**src/rtl/snn_timestep_scheduler.sv**
```systemverilog
// Timestep sequencer for the neuron array: snapshots parameters, sweeps a leak request over
// every neuron, waits for the spike router to drain, then advances the timestep.
module snn_timestep_scheduler #(
    parameter int unsigned NEURON_ADDR_WIDTH = 8,
    parameter int unsigned DRAIN_TIMEOUT     = 1024
) (
    input  logic                         aclk,
    input  logic                         aresetn,
    input  logic [31:0]                  ctrl_reg,
    input  logic [31:0]                  config_reg,
    input  logic [15:0]                  leak_rate,
    input  logic [15:0]                  threshold,
    input  logic [15:0]                  refractory_period,
    output logic [15:0]                  leak_rate_q,
    output logic [15:0]                  threshold_q,
    output logic [15:0]                  refractory_q,
    output logic                         nu_valid,
    input  logic                         nu_ready,
    output logic [NEURON_ADDR_WIDTH-1:0] nu_addr,
    input  logic                         router_idle,
    input  logic                         spike_in,
    output logic                         timestep_tick,
    output logic [31:0]                  status_reg,
    output logic [31:0]                  spike_count
);

    localparam int unsigned CntW = $clog2(DRAIN_TIMEOUT + 1);
    localparam logic [CntW-1:0] DrainLast = CntW'(DRAIN_TIMEOUT - 1);

    typedef enum logic [2:0] {StIdle, StLeak, StDrain, StNext, StDone} state_e;

    state_e                       r_state;
    logic                         r_start_d;
    logic [NEURON_ADDR_WIDTH-1:0] r_last;
    logic [15:0]                  r_num_ts;
    logic [15:0]                  r_timestep;
    logic [CntW-1:0]              r_drain_cnt;
    logic                         r_idle_seen;
    logic                         r_done;
    logic                         r_timeout;
    logic                         r_tick;
    logic                         r_valid;
    logic [NEURON_ADDR_WIDTH-1:0] r_addr;
    logic [31:0]                  r_spike_cnt;
    logic [15:0]                  r_leak_q;
    logic [15:0]                  r_thr_q;
    logic [15:0]                  r_refr_q;

    logic w_busy;
    logic w_start_edge;
    logic w_unused;

    assign w_busy       = (r_state == StLeak) || (r_state == StDrain) || (r_state == StNext);
    assign w_start_edge = ctrl_reg[0] && !r_start_d;
    assign w_unused     = ^{ctrl_reg[31:3], config_reg[31:16+NEURON_ADDR_WIDTH]};

    always_ff @(posedge aclk or negedge aresetn) begin
        if (!aresetn) begin
            r_state     <= StIdle;
            r_start_d   <= 1'b0;
            r_last      <= '0;
            r_num_ts    <= '0;
            r_timestep  <= '0;
            r_drain_cnt <= '0;
            r_idle_seen <= 1'b0;
            r_done      <= 1'b0;
            r_timeout   <= 1'b0;
            r_tick      <= 1'b0;
            r_valid     <= 1'b0;
            r_addr      <= '0;
            r_spike_cnt <= '0;
            r_leak_q    <= '0;
            r_thr_q     <= '0;
            r_refr_q    <= '0;
        end else begin
            r_start_d <= ctrl_reg[0];
            r_tick    <= 1'b0;
            if (w_busy && spike_in && (r_spike_cnt != 32'hFFFF_FFFF)) begin
                r_spike_cnt <= r_spike_cnt + 32'd1;
            end
            if (ctrl_reg[1]) begin
                // Soft clear wins over everything, including a simultaneous start edge.
                r_state     <= StIdle;
                r_valid     <= 1'b0;
                r_done      <= 1'b0;
                r_timeout   <= 1'b0;
                r_timestep  <= '0;
                r_spike_cnt <= '0;
            end else begin
                case (r_state)
                    StIdle: begin
                        if (w_start_edge) begin
                            r_leak_q    <= leak_rate;
                            r_thr_q     <= threshold;
                            r_refr_q    <= refractory_period;
                            r_last      <= config_reg[16 +: NEURON_ADDR_WIDTH];
                            r_num_ts    <= (config_reg[15:0] == 16'd0) ? 16'd1 : config_reg[15:0];
                            r_spike_cnt <= '0;
                            r_timestep  <= '0;
                            r_addr      <= '0;
                            r_valid     <= 1'b1;
                            r_done      <= 1'b0;
                            r_timeout   <= 1'b0;
                            r_state     <= StLeak;
                        end
                    end
                    StLeak: begin
                        if (r_valid && nu_ready) begin
                            if (r_addr == r_last) begin
                                r_valid     <= 1'b0;
                                r_drain_cnt <= '0;
                                r_idle_seen <= 1'b0;
                                r_state     <= StDrain;
                            end else begin
                                r_addr <= r_addr + 1'b1;
                            end
                        end
                    end
                    StDrain: begin
                        r_drain_cnt <= r_drain_cnt + 1'b1;
                        r_idle_seen <= router_idle;
                        // Tick and timestep update land together in the NEXT cycle.
                        if (router_idle && r_idle_seen) begin
                            r_tick     <= 1'b1;
                            r_timestep <= r_timestep + 16'd1;
                            r_state    <= StNext;
                        end else if (r_drain_cnt == DrainLast) begin
                            r_timeout <= 1'b1;
                            r_done    <= 1'b1;
                            r_state   <= StDone;
                        end
                    end
                    StNext: begin
                        if ((r_timestep == r_num_ts) && !ctrl_reg[2]) begin
                            r_done  <= 1'b1;
                            r_state <= StDone;
                        end else begin
                            if (r_timestep == r_num_ts) begin
                                r_timestep <= '0;
                            end
                            r_addr  <= '0;
                            r_valid <= 1'b1;
                            r_state <= StLeak;
                        end
                    end
                    StDone: begin
                        r_done  <= 1'b1;
                        r_state <= StIdle;
                    end
                    default: r_state <= StIdle;
                endcase
            end
        end
    end

    assign leak_rate_q   = r_leak_q;
    assign threshold_q   = r_thr_q;
    assign refractory_q  = r_refr_q;
    assign nu_valid      = r_valid;
    assign nu_addr       = r_addr;
    assign timestep_tick = r_tick;
    assign spike_count   = r_spike_cnt;
    assign status_reg    = {r_timestep, 13'd0, r_timeout, r_done, w_busy};

endmodule

```
**config.mk**
```make
export PLATFORM = sky130hd
export DESIGN_NAME = snn_timestep_scheduler
export DESIGN_NICKNAME = d
export VERILOG_FILES = /design/src/rtl/snn_timestep_scheduler.sv
export SDC_FILE = /design/constraint.sdc
export NUM_CORES = 1
export LEC_CHECK = 0
export BUFFER_PORTS_ARGS = -buffer_cell sky130_fd_sc_hd__buf_4
export CORE_MARGIN = 8
export CORE_UTILIZATION = 55
export CTS_CLUSTER_SIZE = 30
export DETAILED_ROUTE_END_ITERATION = 8
export GPL_TIMING_DRIVEN = 0
export PLACE_DENSITY_LB_ADDON = 0.3
export SYNTH_ARGS = -nofsm -noshare
export SYNTH_HDL_FRONTEND = slang
export SYNTH_SLANG_ARGS = --single-unit
```
**constraint.sdc**
```tcl
create_clock -name aclk -period 5.97 [get_ports aclk]
set_clock_uncertainty 0.15 [all_clocks]
set_input_delay 0.8955 -clock aclk [delete_from_list [all_inputs] [get_ports aclk]]
set_output_delay 0.8955 -clock aclk [all_outputs]
set_load 0.01 [all_outputs]
```
# --- After elaboration in Yosys (flattened, before gate mapping) ---
# Index checks and enable logic that the tools add are counted.
totals:
  mem_bits_ro: 0
  register_bits: 148
  out_inout_bits: 122
  ramBits: 0
  n_memories: 0
  latchBits: 0
classes:
  order_cmp: 0
  n_mul: 0
  n_reduce_logical: 26
  bitwise_logic: 1
  div: 0
  n_mux: 45
  n_shift: 0
  addsub: 4
  n_eq_ne: 23
op_table:
  columns: ["operator", "count"]
  rows:
  - ["two-way mux 32 bit", 4]
  - ["two-way mux 16 bit", 6]
  - ["case mux 16 bit (3 select lines)", 1]
  - ["adder 32 x 1 -> 32 bit, second input constant", 1]
  - ["two-way mux 8 bit", 4]
  - ["inequality test 32 bit, second input constant", 1]
  - ["case mux 8 bit (3 select lines)", 1]
  - ["two-way mux 11 bit", 2]
  - ["case mux 11 bit (2 select lines)", 1]
  - ["two-way mux 3 bit", 7]
  - ["inequality test 3 x 2 -> 1 bit, second input constant", 6]
  - ["adder 16 x 1 -> 16 bit, second input constant", 1]
  - ["equality test 16 bit", 1]
  - ["logical NOT 16 bit", 1]
  - ["AND reduction 5 bit", 3]
  - ["two-way mux 1 bit", 14]
  - ["case mux 3 bit (4 select lines)", 1]
  - ["AND reduction 4 bit", 3]
  - ["adder 11 x 1 -> 11 bit, second input constant", 1]
  - ["equality test 11 x 10 -> 1 bit, second input constant", 1]
  - ["inequality test 3 bit, second input constant", 3]
  - ["adder 8 x 1 -> 8 bit, second input constant", 1]
  - ["equality test 8 bit", 1]
  - ["nonzero test 4 bit", 2]
  - ["other kinds (19)", 32]

# --- Logic depth before layout (Yosys ltp) ---
# Gate-level depths: netlist of run 1.
depth:
  depth_word: 9
  mapped_depth: 8
  mapped_depth_nobuf: 7

# --- Worst setup path after synthesis of run 1 ---
# No wires, ideal clock.
synth_path:
  path_type: "input port to flip-flop"
  from: "in ctrl_reg[1]"
  to: "reg r_leak_q[10], in the netlist leak_rate_q[10]"
  slack_ps: 3619
  arrival_ps: 2076
  t_required_ps: 5695
  cell_stages: 5
  n_path_buf: 3
  setup_ps: 125
  path_cell_list: "clkbuf_1 > nand3b_1 > clkbuf_1 > buf_2 > mux2_2"
synth_between:
  elab_chain_cells: 2
synth_lines:
  columns: ["element", "line_no", "rtl"]
  rows:
  - ["start: declaration", "9", "input logic [31:0] ctrl_reg,"]
  - ["NOT 1 bit (no source line)", null, null]
  - ["AND reduction 3 bit (no source line)", null, null]
  - ["end signal: assignment", "93", "r_leak_q <= leak_rate;"]
  - ["end: declaration", "45", "logic [15:0] r_leak_q;"]
# Every way passes these cells.
# A chain may end at the register's enable or synchronous reset.

# --- Final worst setup path of run 1 ---
layout_path:
  from: "reg r_state[2]"
  to: "out status_reg[0]"
layout_between:
  elab_chain_cells: 3
  word_cells_on_any_way: 5
layout_lines:
  columns: ["element", "line_no", "rtl"]
  rows:
  - ["start: declaration", "32", "state_e r_state;"]
  - ["start signal: assignment", "59", "r_state <= StIdle;"]
  - ["start signal: assignment", "83", "r_state <= StIdle;"]
  - ["start signal: assignment", "104", "r_state <= StLeak;"]
  - ["equality test 3 x 1 -> 1 bit or equality test 3 x 2 -> 1 bit (tied branches)", "53", "assign w_busy = (r_state == StLeak) || (r_state == StDrain) || (r_state == StNext);"]
  - ["logical OR 1 bit", "53", null]
  - ["logical OR 1 bit (*)", "53", null]
  - ["end: declaration", "23", "output logic [31:0] status_reg,"]
# Mark *: on every way between the ends. The rest lies on a longest branch, timed or not.

==> results of run 1 <==
-- registers in the layout, indices dropped and copies added, names as in the netlist, 3 cells and up --
register / cells
r_num_ts: 16
r_timestep: 16
nu_addr: 8
r_drain_cnt: 11
leak_rate_q: 16
r_last: 8
refractory_q: 16
threshold_q: 16
r_state: 3
spike_count: 32
-- worst max-delay path, delay by kind of cell (launching register included) --
| kind | cells | cell delay (ns) |
|---|---|---|
| compound gates | 1 | 0.25 |
| flops | 1 | 0.32 |
| buf+inv | 3 | 0.57 |
-- layer usage --
layer / track usage / share of wire
met4: 0.0885 / 0.023
met2: 0.386 / 0.51
met5: 0 / 0
met3: 0.0860 / 0.092
met1: 0.258 / 0.37
-- cells by family after synthesis --
kind of cell	Yosys count
buffers and inverters	59
and+or+nand+nor	238
AOI/OAI and AO/OA	95
xor gates and xnor gates	55
other	1
adders and majority gates	4
DFF	148
muxes	73
-- report_power, final --
group	total [mW]	internal, mW	switching (mW)
Clock	1.02	0.608	0.413
Combinational	1.08	0.585	0.493
Sequential	1.48	1.29	0.196
Total	3.58	2.48	1.10
-- cell usage in the layout, fill, tap and decap left out, types with 3 or more instances in the layout --
master / Yosys / routed
buf_4: 16 / 203
dfrtp_1: 148 / 148
mux2_2: 72 / 72
nor2_1: 60 / 60
nand2_1: 43 / 43
o21ai_0: 41 / 41
xnor2_1: 32 / 32
nand3_1: 29 / 29
xor2_1: 23 / 23
nand4_1: 19 / 19
inv_1: 17 / 17
clkbuf_16: 0 / 17
nor3_1: 14 / 14
clkbuf_1: 11 / 13
buf_2: 13 / 13
conb_1: 1 / 13
and2_1: 12 / 12
a21oi_1: 12 / 12
a31oi_1: 11 / 11
nor4_1: 10 / 10
and3_1: 9 / 9
and4_1: 6 / 6
o211ai_1: 6 / 6
nand2b_1: 6 / 6
nor2b_1: 4 / 4
o31ai_1: 4 / 4
ha_1: 4 / 4
clkinvlp_4: 0 / 4
or4_1: 3 / 3
nand3b_1: 3 / 3
o22ai_1: 3 / 3
or3_1: 3 / 3
clkbuf_8: 0 / 3
inv_6: 0 / 3
-- layout make-up --
class                           instances  area share
Sequential cell                       148       0.391
Multi-Input combinational cell        478       0.343
Timing Repair Buffer                  189       0.152
Clock buffer                           22      0.0500
Buffer                                 41      0.0243
Tap cell                              176      0.0232
Clock inverter                         10      0.0102
Inverter                               18     0.00712
-- metrics by stage --
stage	worst slack [ns]	util	power, mW	hold WS (ns)
finish	3.37	0.728	3.58	0.267
global route	3.21	0.728	3.76	0.296
CTS	3.35	0.728	3.60	0.273
detailed placement	3.02	0.684	2.56	0.325
global placement	3.08	0.682	2.50	0.313
floorplan	3.62	-	2.04	0.294
-- worst max path at each step --
stage / from / end
detailed placement: ctrl_reg[1] / r_num_ts[1]
finish: r_state[2] / status_reg[0]
CTS: r_state[2] / status_reg[0]
floorplan: ctrl_reg[1] / leak_rate_q[10]
global placement: ctrl_reg[1] / r_num_ts[4]
global route: r_timestep[12] / r_timestep[1]
==> run_results.csv, run 1 <==
group,metric,value,unit
status,status,"finished, final reports clean",
logic_synthesis,synth-edff-count,0,
placed_design,placedCellCount,1050,
clock_tree,postCtsHoldBufs,0,
sta,rsz0062_at_grt,"no",
finish,multi_input_area,0.00325,mm^2
clock_tree,cts_setup_buffers,0,
run,maxCapViolCount,0,
logic_synthesis,synth_most_common_cell,"dfrtp_1",
finish,diodes,0,
logic_synthesis,yosysWarnings,0,
die,die_w,130,um
clock_tree,h-tree-depth,4,
global_route,grt_pass1_wl,30500,um
sta,drv_slew,0,
worst_setup_path,slowest_stage,"dfrtp_1",
logic_synthesis,synthSimpleGateAreaFrac,0.174,
routing,drc,0,
logic_synthesis,muxShareOfSynthArea,0.114,
die,start_util,0.553,
routing,vias_per_cell,5.62,
clock_tree,cts_root_buf,"clkbuf_16",
routing,post_drt_wl_per_cell,17.9,um
worst_setup_path,crit_type,"reg2out",
logic_synthesis,yosys.area.top_type,"dfrtp_1",
clock_tree,tritoncts,"yes",
routing,vias,6079,
routing,first_pass_iters,5,
global_route,grt_antenna_before_repair,0,
placed_design,place_congestion,0.863,
clock_tree,cts_made_buffers,17,
logic_synthesis,syn_area_per_cell,10.7,um^2
worst_setup_path,critical_path.most_common_cell,"buf_4",
logic_synthesis,ys_top_cells_by_count,"dfrtp_1 (148), mux2_2 (72), nor2_1 (60)",
logic_synthesis,synthAdderAreaFrac,0.00695,
finish,finalNetCount,1014,
logic_synthesis,ys_seq_area_frac,0.514,
clock_tree,post_cts_resized,0,
worst_setup_path,path_cells,"clkbuf_1 > o21ba_2 > buf_4 > buf_4",
sta,period_minus_slack,2.60,ns
sta,tightest_slew,0.640,ns
pwr,max-vdd-ir-drop,0.334,mV
routing,ant_nets,0,
logic_synthesis,synth_ff_type,"dfrtp_1",
global_route,grt_pass1_vias,6140,
routing,drt_iter0_drc,469,
worst_setup_path,worstPathMaxFanout,9,
logic_synthesis,ys_ff_latch,148,
die,ios,239,
logic_synthesis,async_flop_share,1.00,
global_route,grtUsageTotal,0.228,
worst_setup_path,reg2reg_depth,7,
min_path,worstHoldPathType,"in2async",
sta,setup_viol_count_final,0,
logic_synthesis,syn_inst,673,
placed_design,numPortBuffers,188,
die,std_cell_rows,42,
finish,regArea,0.00370,mm^2
global_route,overflow,0,
finish,final_cells,1082,
logic_synthesis,netlist_area,0.00721,mm^2
worst_setup_path,r2r_start,"r_timestep[10]",
die,die-area,0.0170,mm^2
logic_synthesis,synth_top_family_by_area,"simple AND/OR/NAND/NOR gates",
clock_tree,clk_latency,0.43,ns
die,dieHeight,130,um
placed_design,dpl.hpwl,14100,um
worst_setup_path,worst_ep_arrival_time,1.55,ns
sta,fin_crit_sh,0.435,
finish,nFillCells,921,
logic_synthesis,synthDistinctLibCells,61,
sta,relSlewSlack,0.572,
sta,final.setup.tns,0,ns
die,core_area,0.0130,mm^2
clock_tree,clk_pin_slew,0.06,ns
finish,syn2layout_area_growth,31.6,%
pwr,powerDensity,377,mW/mm^2
global_route,grt_max_degree,101,
worst_setup_path,r2r_setup_slack,3.41,ns
placed_design,dpl-instance-area,0.00891,mm^2
pwr,p_leak,4.34,nW
finish,drive_above_1_share,0.365,
logic_synthesis,synth_compound_area_frac,0.0821,
finish,postLayoutCellArea,0.00948,mm^2
logic_synthesis,netlist_top_cells_area,"dfrtp_1 (51%), mux2_2 (11%), xnor2_1 (3.9%)",
sta,fmax,0.385,GHz
logic_synthesis,synth_xor_area_frac,0.0669,
clock_tree,clock_sinks,148,
worst_setup_path,cp_data_required_time,4.92,ns
worst_setup_path,critPathLaunchType,"flip-flop",
worst_setup_path,worstSetupEndpointType,"output port",
routing,wl,19400,um
logic_synthesis,netlist.area_leader.share,0.514,
worst_setup_path,reg2reg_to,"r_timestep[3]",
worst_setup_path,worst_path_largest_cell_delay,0.32,ns
sta,hold_viol,0,
clock_tree,cts_buffer_depth,2,
No activity file was read; power rests on OpenSTA's default activity.
==> run 2: changes to the inputs <==
--- a/config.mk
+++ b/config.mk
@@ -5,9 +5,10 @@
 export SDC_FILE = /design/constraint.sdc
 export NUM_CORES = 1
 export LEC_CHECK = 0
+export ABC_AREA = 1
 export BUFFER_PORTS_ARGS = -buffer_cell sky130_fd_sc_hd__buf_4
 export CORE_MARGIN = 8
-export CORE_UTILIZATION = 55
+export CORE_UTILIZATION = 52
 export CTS_CLUSTER_SIZE = 30
 export DETAILED_ROUTE_END_ITERATION = 8
 export GPL_TIMING_DRIVEN = 0
==> constraint.sdc (replaced) <==
create_clock -name aclk -period 2.4 [get_ports aclk]
set_clock_uncertainty 0.15 [all_clocks]
set_input_delay 0.36 -clock aclk [delete_from_list [all_inputs] [get_ports aclk]]
set_output_delay 0.36 -clock aclk [all_outputs]
set_load 0.01 [all_outputs]
==> run 2 against run 1 <==
Utilization fell by 0.24 points; sequential share of layout area is 5.2 points lower; critical path type is now in2reg; area after synthesis rose by 11%; routed wire length grew 32%; worst hold slack got worse by 0.25 ns.
==> run_results.csv, run 2 <==
group,metric,value,unit
pwr,p_leak,5.58,nW
global_route,grt_pass1_wl,42400,um
sta,hold_viol,0,
die,dieHeight,140,um
worst_setup_path,worstPathMaxFanout,10,
clock_tree,cts_made_buffers,17,
routing,post_drt_wl_per_cell,16.1,um
sta,tightest_slew,0.638,ns
die,die_w,140,um
routing,drc,0,
clock_tree,cts_setup_buffers,0,
global_route,grt_max_degree,84,
worst_setup_path,r2r_setup_slack,0.17,ns
worst_setup_path,critPathLaunchType,"input pin",
logic_synthesis,synthDistinctLibCells,38,
pwr,max-vdd-ir-drop,0.699,mV
clock_tree,h-tree-depth,4,
logic_synthesis,syn_area_per_cell,7.20,um^2
routing,vias,8285,
finish,largest_reg_flops,32,
global_route,grt_antenna_before_repair,0,
global_route,grt_pass1_vias,8486,
logic_synthesis,netlist_area,0.00799,mm^2
pwr,combPwrFrac,0.357,
pwr,power,10.2,mW
routing,drt_iter0_drc,527,
die,core_area,0.0151,mm^2
routing,wl,25700,um
run,maxCapViolCount,0,
clock_tree,tritoncts,"yes",
clock_tree,clk_latency,0.42,ns
sta,period_minus_slack,2.23,ns
die,std_cell_rows,45,
clock_tree,clk_pin_slew,0.06,ns
logic_synthesis,ys_ff_latch,148,
placed_design,dpl-instance-area,0.00971,mm^2
logic_synthesis,netlist.area_leader.share,0.464,
logic_synthesis,syn_inst,1110,
logic_synthesis,synth_ff_type,"dfrtp_1",
placed_design,dpl.hpwl,17400,um
status,status,"finished, final reports clean",
logic_synthesis,synth_most_common_cell,"nand2_1",
sta,worst_slack,0.165,ns
pwr,powerDensity,932,mW/mm^2
routing,ant_nets,0,
worst_setup_path,cp_data_required_time,2.61,ns
worst_setup_path,worst_ep_arrival_time,2.44,ns
sta,setup_viol_count_final,0,
worst_setup_path,worstSetupEndpointType,"flip-flop",
pwr,internal_power,6.44,mW
logic_synthesis,yosysWarnings,0,
sta,rsz0062_at_grt,"no",
worst_setup_path,reg2reg_depth,12,
sta,fmax,0.447,GHz
global_route,grtUsageTotal,0.267,
finish,finalNetCount,1513,
clock_tree,clock_sinks,148,
worst_setup_path,r2r_start,"r_timestep[3]",
clock_tree,cts_root_buf,"clkbuf_16",
pwr,switching_share,0.368,
die,die-area,0.0196,mm^2
finish,regArea,0.00370,mm^2
routing,vias_per_cell,5.20,
worst_setup_path,crit_start,"ctrl_reg[0]",
worst_setup_path,reg2reg_to,"r_timestep[4]",
finish,final_cell_mix,"nand2_1 (468), buf_4 (208), dfrtp_1 (147)",
finish,postLayoutCellArea,0.0109,mm^2
global_route,overflow,0,
logic_synthesis,synth-edff-count,0,
min_path,worstHoldPathType,"in2reg",
finish,drive_above_1_share,0.204,
pwr,p_clk_frac,0.267,
clock_tree,cts_buffer_depth,2,
placed_design,dp_slack,0.0961,ns
logic_synthesis,yosys.area.top_type,"dfrtp_1",
logic_synthesis,async_flop_share,1.00,
sta,fin_crit_sh,0.931,
sta,relSlewSlack,0.575,
finish,nFillCells,1120,
pwr,switchingPower,3.76,mW
pwr,seq_power_share,0.376,
logic_synthesis,ys_seq_area_frac,0.464,
worst_setup_path,crit_path_end,"threshold_q[12]",
die,ios,239,
finish,multi_input_area,0.00371,mm^2
finish,diodes,0,
placed_design,place_congestion,0.953,
finish,syn2layout_area_growth,37.0,%
placed_design,numPortBuffers,188,
logic_synthesis,ys_top_cells_by_count,"nand2_1 (470), dfrtp_1 (148), nor2_1 (127)",
routing,first_pass_iters,6,
logic_synthesis,netlist_top_cells_area,"dfrtp_1 (46%), nand2_1 (22%), nor2_1 (6.0%)",
min_path,holdCritStartpoint,"refractory_period[14]",
sta,drv_slew,0,
worst_setup_path,crit_type,"in2reg",
sta,final.setup.tns,0,ns
finish,utilization,0.725,
die,start_util,0.529,
finish,mostFrequentLayoutCell,"nand2_1",
-- run 2: power groups by stage --
stage	Sequential [mW]	Combinational (mW)	Clock [mW]
finish	3.84	3.64	2.72
global placement	3.79	3.34	0
CTS	3.80	3.55	2.74
detailed placement	3.81	3.45	0
global route	3.92	4.04	2.83
floorplan	3.95	1.75	0
-- run 2: cell type report --
cell class	instances	share of cell area
multi-input cells	833	0.339
inverters	96	0.0329
plain buffers	45	0.0256
repair buffers	251	0.189
clock inverters	12	0.0143
clock buffers	20	0.0399
well taps	188	0.0215
flip-flops and latches	148	0.338
-- run 2: worst max-delay path: stages --
cell           delay, ns
dlygate4sd3_1       0.56
buf_4               0.14
inv_1               0.04
nor2_1              0.03
inv_1               0.12
nor2_2              0.08
nand2_2             0.16
buf_2               0.27
clkbuf_1            0.43
nand2_1             0.15
nand2_1             0.10
-- run 2: worst min-delay path by stage --
stage	end	slack, ns	cells past startpoint
floorplan	leak_rate_q[0]	-0.09	0
global placement	leak_rate_q[1]	0.31	2
detailed placement	spike_count[8]	0.26	1
CTS	r_num_ts[12]	0.0003	3
global route	refractory_q[14]	0.01	3
finish	refractory_q[14]	0.02	3
-- run 2: kinds of logic after synthesis --
family | Yosys count | share of synthesized area
AO/OA/AOI/OAI | 74 | 0.0525
XOR/XNOR | 23 | 0.0252
other | 1 | 0.000469
buffers and inverters | 141 | 0.0799
adder cells (fa/ha/maj) | 4 | 0.00627
flip-flops | 148 | 0.464
AND/OR/NAND/NOR | 719 | 0.372
-- run 2: layer usage --
layer / GRT usage / vias to the layer above / routed length (um) / share of wire
met3: 0.0962 / 58 / 2380 / 0.092
met5: 0 / - / 0 / 0
met4: 0.0914 / 0 / 675 / 0.026
met1: 0.307 / 3869 / 10100 / 0.39
li1: - / 4005 / - / -
met2: 0.452 / 353 / 12500 / 0.49
-- run 2: through the flow --
| stage | hold WS (ns) | instances |
|---|---|---|
| 3_5_place_dp | 0.263 | 1499 |
| 3_3_place_gp | 0.313 | 1498 |
| 4_1_cts | 0.000321 | 1593 |
| 5_1_grt | 0.0146 | 1593 |
| 2_1_floorplan | -0.0856 | 1122 |
| 6_report | 0.0157 | 1593 |
-- run 2: repair_timing --
action,4_1_cts,5_1_grt
hold buffers,62,0
hold endpoints to repair,126,0
gates resized for setup,0,10
endpoints found under the setup margin,0,69
==> run 3: changes to the inputs <==
--- a/config.mk
+++ b/config.mk
@@ -12,7 +12,7 @@
 export CTS_CLUSTER_SIZE = 30
 export DETAILED_ROUTE_END_ITERATION = 8
 export GPL_TIMING_DRIVEN = 0
-export PLACE_DENSITY_LB_ADDON = 0.3
+export PLACE_DENSITY_LB_ADDON = 0.25
 export SYNTH_ARGS = -nofsm -noshare
 export SYNTH_HDL_FRONTEND = slang
 export SYNTH_SLANG_ARGS = --single-unit
==> run 3 against run 2 <==
Count of clock-buffer cells in the layout is 2 lower; maximum frequency barely moved; die area unchanged; final area is 0.14% lower; global-route usage increased by 0.76 points; critical path type is now reg2reg; largest cell class is now registers; power rose by 0.57%.
==> run_results.csv, run 3 (synthesis results as in run 2) <==
group,metric,value,unit
min_path,holdCritStartpoint,"config_reg[11]",
routing,vias_per_cell,5.33,
die,core_area,0.0151,mm^2
pwr,powerDensity,938,mW/mm^2
worst_setup_path,r2r_setup_slack,0.16,ns
sta,fmax,0.447,GHz
placed_design,numPortBuffers,188,
routing,post_drt_wl_per_cell,16.7,um
sta,rsz0062_at_grt,"no",
worst_setup_path,worstPathMaxFanout,10,
finish,utilization,0.724,
clock_tree,clk_pin_slew,0.06,ns
clock_tree,clk_latency,0.43,ns
finish,final_cell_mix,"nand2_1 (469), buf_4 (208), dfrtp_1 (148)",
routing,first_pass_iters,5,
worst_setup_path,reg2reg_to,"nu_addr[3]",
global_route,grt_pass1_wl,43400,um
placed_design,place_congestion,0.920,
clock_tree,clock_sinks,148,
pwr,max-vdd-ir-drop,0.602,mV
die,die-area,0.0196,mm^2
finish,finalNetCount,1513,
routing,ant_nets,0,
finish,mostFrequentLayoutCell,"nand2_1",
die,dieHeight,140,um
worst_setup_path,reg2reg_depth,10,
die,std_cell_rows,45,
sta,hold_viol,0,
routing,wl,26500,um
global_route,grt_pass1_vias,8611,
routing,vias,8478,
worst_setup_path,cp_data_required_time,2.62,ns
die,ios,239,
clock_tree,cts_buffer_depth,2,
placed_design,placedCellCount,1499,
min_path,worstHoldPathType,"in2reg",
global_route,overflow,0,
finish,drive_above_1_share,0.203,
worst_setup_path,worstSetupEndpointType,"flip-flop",
clock_tree,cts_made_buffers,17,
die,die_w,140,um
worst_setup_path,crit_type,"reg2reg",
finish,postLayoutCellArea,0.0109,mm^2
global_route,grt_antenna_before_repair,0,
finish,largest_reg_flops,32,
sta,tightest_slew,0.697,ns
run,maxCapViolCount,0,
finish,regArea,0.00370,mm^2
finish,multi_input_area,0.00370,mm^2
min_path,hold_depth,3,
finish,final_cells,1592,
clock_tree,tritoncts,"yes",
routing,drt_iter0_drc,620,
min_path,whs_endpoint,"r_num_ts[11]",
sta,drv_slew,0,
sta,setup_viol_count_final,0,
pwr,p_leak,5.58,nW
clock_tree,h-tree-depth,4,
die,start_util,0.529,
placed_design,dpl-instance-area,0.00971,mm^2
sta,fin_crit_sh,0.931,
clock_tree,cts_root_buf,"clkbuf_16",
routing,drc,0,
finish,syn2layout_area_growth,36.8,%
finish,diodes,0,
finish,nFillCells,1098,
sta,relSlewSlack,0.535,
global_route,grt_max_degree,76,
placed_design,dpl.hpwl,17500,um
worst_setup_path,worst_ep_arrival_time,2.45,ns
sta,final.setup.tns,0,ns
global_route,grtUsageTotal,0.274,
sta,period_minus_slack,2.24,ns
status,status,"finished, final reports clean",
worst_setup_path,r2r_start,"r_timestep[3]",
clock_tree,cts_setup_buffers,0,
worst_setup_path,critPathLaunchType,"flip-flop",
run 3: worst max-delay path: stages (launching register included):
cell and delay (ns):
dfrtp_1 0.49, inv_1 0.12, nand2_1 0.08, nand2_1 0.04, nor2_1 0.15, nand2_1 0.11
nor2_4 0.21, nand4_2 0.31, nand2_1 0.35, nand2_1 0.08, nand2_1 0.07
run 3: power by group:
group	switching (mW)	internal [mW]	leakage (nW)
combinational	2.11	1.57	3.36
sequential	0.630	3.24	1.94
clock	1.08	1.63	0.282
total	3.83	6.43	5.58
run 3: stage by stage:
step / power [mW] / hold WS, ns / setup slack, ns
finish: 10.3 / 0.0191 / 0.165
CTS: 10.1 / 0.00230 / 0.0306
global placement: 7.15 / 0.314 / 0.0578
floorplan: 5.70 / -0.0856 / 0.433
global route: 10.8 / 0.0168 / 0.0166
detailed placement: 7.28 / 0.280 / 0.0316
run 3: metal layers:
metal | share of wire | routed length [um] | up-vias | global-route usage
li1 | - | - | 4003 | -
met4 | 0.029 | 770 | 0 | 0.119
met1 | 0.39 | 10300 | 3954 | 0.316
met2 | 0.50 | 13100 | 446 | 0.469
met5 | 0 | 0 | - | 0
met3 | 0.089 | 2350 | 75 | 0.0782
run 3: worst max path at each step:
| stage | to | slack, ns | start |
|---|---|---|---|
| 3_3_place_gp | spike_count[27] | 0.06 | r_state[0] |
| 6_report | nu_addr[3] | 0.16 | r_timestep[3] |
| 2_1_floorplan | spike_count[14] | 0.43 | spike_count[0] |
| 4_1_cts | spike_count[10] | 0.03 | r_state[0] |
| 3_5_place_dp | spike_count[10] | 0.03 | r_state[0] |
| 5_1_grt | spike_count[22] | 0.02 | spike_count[0] |
run 3: final cells by class:
| class | instances | share of cell area |
|---|---|---|
| buffer | 45 | 0.0255 |
| clock buffer | 18 | 0.0393 |
| clock inverter | 13 | 0.0145 |
| inverter | 96 | 0.0330 |
| multi-input combinational | 833 | 0.339 |
| sequential | 148 | 0.339 |
| tap | 188 | 0.0215 |
| timing repair buffer | 251 | 0.189 |
run 3: timing repair:
action	in CTS	in global routing
hold buffers	62	0
endpoints found under the hold margin	134	0
resized for setup	0	5
endpoints found under the setup margin	0	51
